### src/rtl/term_text_writer.sv
`default_nettype none
// ============================================================================
// Module   : term_text_writer
// Purpose  : Turns a received byte stream into character-VRAM writes for the
//            text display. It owns the cursor, line wrap, control characters,
//            and hardware scrolling through a row-offset register.
//            Optional ANSI escape parsing is enabled with the TERM_ANSI_EN
//            macro. It recognises ESC[...x and treats ESC[2J as a form feed.
// Revision : 1.0 - initial release
// ============================================================================
module term_text_writer #(
    parameter int         COLS  = 80,
    parameter int         ROWS  = 30,
    parameter int         COL_W = 7,
    parameter int         ROW_W = 5,
    parameter logic [7:0] BLANK = 8'h20
) (
    input  logic                   clk,
    input  logic                   rst,
    input  logic [7:0]             in_data,
    input  logic                   in_valid,
    output logic                   in_ready,
    output logic [ROW_W+COL_W-1:0] vram_addr,
    output logic [7:0]             vram_data,
    output logic                   vram_we,
    output logic [ROW_W-1:0]       scroll_row,
    output logic [COL_W-1:0]       cur_col,
    output logic [ROW_W-1:0]       cur_row
);

    typedef enum logic [2:0] {
        ST_IDLE     = 3'd0,
        ST_CLR_LINE = 3'd1,
        ST_CLR_ALL  = 3'd2,
        ST_ESC      = 3'd3,
        ST_CSI      = 3'd4
    } state_t;

    localparam logic [COL_W-1:0] c_COL_LAST = COL_W'(COLS - 1);
    localparam logic [ROW_W-1:0] c_ROW_LAST = ROW_W'(ROWS - 1);
    localparam logic [ROW_W:0]   c_ROWS_X   = (ROW_W+1)'(ROWS);

    state_t                   r_state,   w_state_n;
    logic [COL_W-1:0]         r_col,     w_col_n;
    logic [ROW_W-1:0]         r_row,     w_row_n;
    logic [ROW_W-1:0]         r_scroll,  w_scroll_n;
    logic [ROW_W+COL_W-1:0]   r_addr,    w_addr_n;
    logic [7:0]               r_data,    w_data_n;
    logic                     r_we,      w_we_n;
    logic [COL_W-1:0]         r_clr_col, w_clr_col_n;
    logic [ROW_W-1:0]         r_clr_row, w_clr_row_n;
`ifdef TERM_ANSI_EN
    logic                     r_csi_any, w_csi_any_n;   // a parameter byte was seen
    logic                     r_csi_two, w_csi_two_n;   // parameters so far are exactly "2"
`endif

    logic                     w_acc;
    logic                     w_nl;
    logic                     w_ff;
    logic [ROW_W:0]           w_sum;
    logic [ROW_W-1:0]         w_phys;
    logic [COL_W-1:0]         w_col_dec;

    // Byte acceptance: only the states that consume input are ready.
    assign in_ready = !rst && (r_state == ST_IDLE || r_state == ST_ESC ||
                               r_state == ST_CSI);
    assign w_acc    = in_valid && in_ready;

    // Logical-to-physical row. Both operands are below ROWS, so a single
    // conditional subtract implements the modulo.
    assign w_sum     = {1'b0, r_row} + {1'b0, r_scroll};
    assign w_phys    = (w_sum >= c_ROWS_X) ? ROW_W'(w_sum - c_ROWS_X) : w_sum[ROW_W-1:0];
    assign w_col_dec = r_col - COL_W'(1);

    // Next-state, cursor and VRAM-write decode.
    always_comb begin
        w_state_n   = r_state;
        w_col_n     = r_col;
        w_row_n     = r_row;
        w_scroll_n  = r_scroll;
        w_addr_n    = r_addr;
        w_data_n    = r_data;
        w_we_n      = 1'b0;
        w_clr_col_n = r_clr_col;
        w_clr_row_n = r_clr_row;
`ifdef TERM_ANSI_EN
        w_csi_any_n = r_csi_any;
        w_csi_two_n = r_csi_two;
`endif
        w_nl        = 1'b0;
        w_ff        = 1'b0;

        case (r_state)
            ST_IDLE: begin
                if (w_acc) begin
                    if (in_data >= 8'h20 && in_data <= 8'h7E) begin
                        w_we_n   = 1'b1;
                        w_addr_n = {w_phys, r_col};
                        w_data_n = in_data;
                        if (r_col == c_COL_LAST) begin
                            w_col_n = '0;
                            w_nl    = 1'b1;
                        end else begin
                            w_col_n = r_col + COL_W'(1);
                        end
                    end else if (in_data == 8'h0D || in_data == 8'h8D) begin
                        w_col_n = '0;
                    end else if (in_data == 8'h0A) begin
                        w_nl = 1'b1;
                    end else if (in_data == 8'h08 || in_data == 8'h7F) begin
                        if (r_col != '0) begin
                            w_col_n  = w_col_dec;
                            w_we_n   = 1'b1;
                            w_addr_n = {w_phys, w_col_dec};
                            w_data_n = BLANK;
                        end
                    end else if (in_data == 8'h0C) begin
                        w_ff = 1'b1;
`ifdef TERM_ANSI_EN
                    end else if (in_data == 8'h1B) begin
                        w_state_n = ST_ESC;
`endif
                    end
                end
            end
            ST_CLR_LINE: begin
                // The cursor already sits on the new bottom row.
                w_we_n   = 1'b1;
                w_addr_n = {w_phys, r_clr_col};
                w_data_n = BLANK;
                if (r_clr_col == c_COL_LAST) begin
                    w_state_n = ST_IDLE;
                end else begin
                    w_clr_col_n = r_clr_col + COL_W'(1);
                end
            end
            ST_CLR_ALL: begin
                w_we_n   = 1'b1;
                w_addr_n = {r_clr_row, r_clr_col};
                w_data_n = BLANK;
                if (r_clr_col == c_COL_LAST) begin
                    w_clr_col_n = '0;
                    if (r_clr_row == c_ROW_LAST) begin
                        w_state_n = ST_IDLE;
                    end else begin
                        w_clr_row_n = r_clr_row + ROW_W'(1);
                    end
                end else begin
                    w_clr_col_n = r_clr_col + COL_W'(1);
                end
            end
`ifdef TERM_ANSI_EN
            ST_ESC: begin
                if (w_acc) begin
                    w_state_n   = (in_data == 8'h5B) ? ST_CSI : ST_IDLE;
                    w_csi_any_n = 1'b0;
                    w_csi_two_n = 1'b0;
                end
            end
            ST_CSI: begin
                if (w_acc) begin
                    if (in_data >= 8'h30 && in_data <= 8'h3F) begin
                        w_csi_two_n = !r_csi_any && (in_data == 8'h32);
                        w_csi_any_n = 1'b1;
                    end else if (in_data >= 8'h40 && in_data <= 8'h7E) begin
                        w_state_n = ST_IDLE;
                        if (in_data == 8'h4A && r_csi_two) begin
                            w_ff = 1'b1;
                        end
                    end else begin
                        w_state_n = ST_IDLE;
                    end
                end
            end
`endif
            default: w_state_n = ST_IDLE;
        endcase

        if (w_nl) begin
            if (r_row != c_ROW_LAST) begin
                w_row_n = r_row + ROW_W'(1);
            end else begin
                w_scroll_n  = (r_scroll == c_ROW_LAST) ? '0 : r_scroll + ROW_W'(1);
                w_clr_col_n = '0;
                w_state_n   = ST_CLR_LINE;
            end
        end

        if (w_ff) begin
            w_col_n     = '0;
            w_row_n     = '0;
            w_scroll_n  = '0;
            w_clr_col_n = '0;
            w_clr_row_n = '0;
            w_state_n   = ST_CLR_ALL;
        end
    end

    // State, cursor and registered VRAM port; reset aborts any clear at once.
    always_ff @(posedge clk) begin
        if (rst) begin
            r_state   <= ST_IDLE;
            r_col     <= '0;
            r_row     <= '0;
            r_scroll  <= '0;
            r_addr    <= '0;
            r_data    <= '0;
            r_we      <= 1'b0;
            r_clr_col <= '0;
            r_clr_row <= '0;
`ifdef TERM_ANSI_EN
            r_csi_any <= 1'b0;
            r_csi_two <= 1'b0;
`endif
        end else begin
            r_state   <= w_state_n;
            r_col     <= w_col_n;
            r_row     <= w_row_n;
            r_scroll  <= w_scroll_n;
            r_addr    <= w_addr_n;
            r_data    <= w_data_n;
            r_we      <= w_we_n;
            r_clr_col <= w_clr_col_n;
            r_clr_row <= w_clr_row_n;
`ifdef TERM_ANSI_EN
            r_csi_any <= w_csi_any_n;
            r_csi_two <= w_csi_two_n;
`endif
        end
    end

    assign vram_addr  = r_addr;
    assign vram_data  = r_data;
    assign vram_we    = r_we;
    assign scroll_row = r_scroll;
    assign cur_col    = r_col;
    assign cur_row    = r_row;

endmodule
`default_nettype wire

### config.mk
export PLATFORM = sky130hd
export DESIGN_NAME = term_text_writer
export DESIGN_NICKNAME = d
export VERILOG_FILES = /design/src/rtl/term_text_writer.sv
export SDC_FILE = /design/constraint.sdc
export NUM_CORES = 1
export LEC_CHECK = 0
export ABC_AREA = 1
export CAP_MARGIN = 20
export CORE_MARGIN = 3
export CORE_UTILIZATION = 59
export CTS_CLUSTER_DIAMETER = 50
export CTS_CLUSTER_SIZE = 30
export DETAILED_ROUTE_END_ITERATION = 8
export GPL_TIMING_DRIVEN = 0
export PLACE_DENSITY = 0.86
export SETUP_SLACK_MARGIN = 0.02
export SYNTH_ARGS = -nofsm -noshare
export SYNTH_HDL_FRONTEND = slang
export SYNTH_SLANG_ARGS = --single-unit
export TNS_END_PERCENT = 100
### constraint.sdc
create_clock -name clk -period 4.15 [get_ports clk]
set_input_delay 0.83 -clock clk [delete_from_list [all_inputs] [get_ports clk]]
set_output_delay 0.83 -clock clk [all_outputs]
set_load 0.02 [all_outputs]
==> flow_summary.json <==
{
  "status": "finished clean",
  "power_frac_comb_pct": 18.8,
  "mappedNetlistArea_mm2": 0.00340,
  "internal_power_mw": 0.730,
  "cts.sinks": 53,
  "synth.net_count": 523,
  "synth_largest_type_area_fraction_pct": 31.2,
  "fillerInstances": 455,
  "post-cts-setup-buffer-count": 0,
  "finish.cell_count_without_fillers": 624,
  "hold_viol_final": 0,
  "final_layout_size_suffix_gt1_share_pct": 9.96,
  "tritoncts.num_buffers": 5,
  "chipHeight_um": 81.9,
  "post-synth-top-area-cell": "sky130_fd_sc_hd__dfxtp_1",
  "timing.final.crit_share_pct": 78.7,
  "cts_max_level": 2,
  "detailedRoute.firstIterationViolations": 182,
  "groute.usage.overall_pct": 25.1,
  "period_minus_slack_ns": 3.27,
  "pwr_density_cell_mw_per_mm2": 257,
  "global_placement_routability_congestion": 0.892,
  "timing.fmax_ghz": 0.306,
  "die_area_mm2": 0.00671,
  "critical_path.endpoint_type": "output pin",
  "dp_hpwl_um": 6240,
  "setup_slack_ns": 0.884,
  "utilization_pct": 73.6,
  "crit_arrival_ns": 2.44,
  "postSynthCellCount": 495,
  "totalNegativeSetupSlack_ns": 0,
  "placed_cells_incl_taps": 616,
  "setup_viol": 0,
  "critical_path.max_fanout": 5,
  "async_flop_share_pct": 0,
  "timing.hold.worst.class": "register to register",
  "net-switching-power_mw": 0.317,
  "antenna_found_initial": 0,
  "syn-mean-instance-area_um2": 6.87,
  "finalClockSkew_ns": 0.00913,
  "clock-root-buffer": "sky130_fd_sc_hd__clkbuf_8",
  "remaining_drc_errors": 0,
  "boundaryPins": 50,
  "holdBufCountCts": 0,
  "max_cap_viol_count": 0,
  "power.clock.fraction_pct": 29.9,
  "antenna_left": 0,
  "grt_first_pass_wirelength_um": 13300,
  "drv_slew": 0,
  "floorplan.initialDensity_pct": 61.4,
  "crit_required_ns": 3.32,
  "grt_max_degree": 19,
  "max-clock-path-buffers": 2,
  "ys_dominant_reg_cell": "sky130_fd_sc_hd__dfxtp_1",
  "pwr-share-seq_pct": 51.3,
  "fp.coreArea_mm2": 0.00554,
  "synth_edf_count": 0,
  "clock_tree_from_tritoncts": "done",
  "clk-insertion-delay-late_ns": 0.32,
  "die_x_um": 81.9,
  "static-leakage-power_nw": 1.71,
  "path_clk_slew_ns": 0.10,
  "critical_path.startpoint_type": "input port",
  "synth_cell_types": 39,
  "synth_most_common_cell": "sky130_fd_sc_hd__nor2_1",
  "antenna-diode-count": 0,
  "fin_nets": 579,
  "route.vias.total": 3356,
  "synth_common_cells": "89 x sky130_fd_sc_hd__nor2_1, 75 x sky130_fd_sc_hd__nand2_1, 54 x sky130_fd_sc_hd__inv_1, 53 x sky130_fd_sc_hd__dfxtp_1, 36 x sky130_fd_sc_hd__nand3_1",
  "grt_overflow": 0,
  "first_global_vias": 3022,
  "yosysSeqAreaShare_pct": 31.2,
  "rows": 27,
  "via_density": 5.38,
  "drt-total-wl_um": 7960,
  "yosys_warnings": 0,
  "power.ir.vdd_worst_mv": 0.176,
  "pre_cts_ws_ns": 0.872,
  "netSwitchingFraction_pct": 30.3,
  "area_growth_pct": 19.9,
  "wire_per_inst_um": 12.8,
  "setup.worst_path.class": "input port to output pin",
  "setup_repair_after_global_routing_missed_its_margin": "false",
  "hold-worst-slack_ns": 0.463,
  "post_cts_resized": 0,
  "io_buffers": 49,
  "ys_top_cells_by_area": "sky130_fd_sc_hd__dfxtp_1 31%, sky130_fd_sc_hd__nor2_1 9.8%, sky130_fd_sc_hd__nand2_1 8.3%",
  "dr_pass1_iterations": 4,
  "yosys_register_bits": 53
}
[per-layer routing]
layer  wire [um]  track usage (%)  vias to the layer above
met4         124             8.31                        0
met2        3910             43.1                       86
met1        3530             31.3                     1533
met3         397             5.04                       15
met5           0                0                        -
li1            -                -                     1722
[cell type report]
class / count / area [um^2] / area share (%)
multi-input combinational: 366 / 2010 / 49.3
sequential: 53 / 1060 / 26.0
timing repair buffer: 49 / 490 / 12.0
inverter: 65 / 246 / 6.05
tap: 72 / 90.1 / 2.21
buffer: 11 / 83.8 / 2.06
clock buffer: 5 / 68.8 / 1.69
clock inverter: 3 / 26.3 / 0.645
[path summary, 6_finish.rpt]
kind / start / endpoint / slack [ns] / depth (start not counted)
setup / recovery: rst / in_ready / 0.88 / 5
hold / removal: vram_data[7] / vram_data[7] / 0.46 / 2
setup reg to reg: scroll_row[0] / vram_addr[10] / 1.85 / 10
hold reg to reg: vram_data[7] / vram_data[7] / 0.46 / 2
[critical path, cell delays in order]
cell and delay, ns:
sky130_fd_sc_hd__clkdlybuf4s50_1 0.60, sky130_fd_sc_hd__inv_2 0.15, sky130_fd_sc_hd__nand2_2 0.08, sky130_fd_sc_hd__nor2_4 0.15, sky130_fd_sc_hd__clkdlybuf4s50_1 0.62
[cell families after synthesis]
kind of cell / share of synthesized area (%)
compound gates: 14.6
xor+xnor: 3.86
fa+ha+maj: 6.48
buf+inv: 9.71
flops: 31.2
other cells: 0.110
simple gates: 34.1
[flip-flops by register name, summed over array words and instances, names as in the netlist]
| signal | count |
|---|---|
| r_clr_col | 7 |
| r_clr_row | 5 |
| r_state | 3 |
| vram_addr | 12 |
| cur_col | 7 |
| vram_we | 1 |
| vram_data | 8 |
| scroll_row | 5 |
| cur_row | 5 |
[power groups by stage]
stage	logic, mW	registers (mW)	clock network [mW]
global placement	0.193	0.548	0
finish	0.197	0.537	0.313
CTS	0.197	0.537	0.318
detailed placement	0.196	0.549	0
global route	0.215	0.539	0.337
floorplan	0.101	0.568	0
[stage by stage]
step,area [um^2],total power [mW]
floorplan,3400,0.670
global placement,3980,0.741
detailed placement,3980,0.745
CTS,4080,1.05
global route,4080,1.09
finish,4080,1.05
[cell usage in the layout, fill, tap and decap left out, types with 4 or more instances in the layout]
master                            Yosys  layout
sky130_fd_sc_hd__nor2_1              89      89
sky130_fd_sc_hd__nand2_1             75      75
sky130_fd_sc_hd__inv_1               54      54
sky130_fd_sc_hd__dfxtp_1             53      53
sky130_fd_sc_hd__clkdlybuf4s50_1      0      49
sky130_fd_sc_hd__nand3_1             36      36
sky130_fd_sc_hd__o21ai_0             33      33
sky130_fd_sc_hd__a21oi_1             30      30
sky130_fd_sc_hd__ha_1                16      16
sky130_fd_sc_hd__nand4_1             12      12
sky130_fd_sc_hd__xor2_1              12      12
sky130_fd_sc_hd__inv_2               10      10
sky130_fd_sc_hd__o21ai_1             10      10
sky130_fd_sc_hd__nor3_1               6       6
sky130_fd_sc_hd__nand2_2              5       5
sky130_fd_sc_hd__o22ai_1              5       5
sky130_fd_sc_hd__clkbuf_8             0       5
sky130_fd_sc_hd__nor2_4               4       4
sky130_fd_sc_hd__buf_6                4       4
Note: power is estimated with default switching activity, not from simulation.
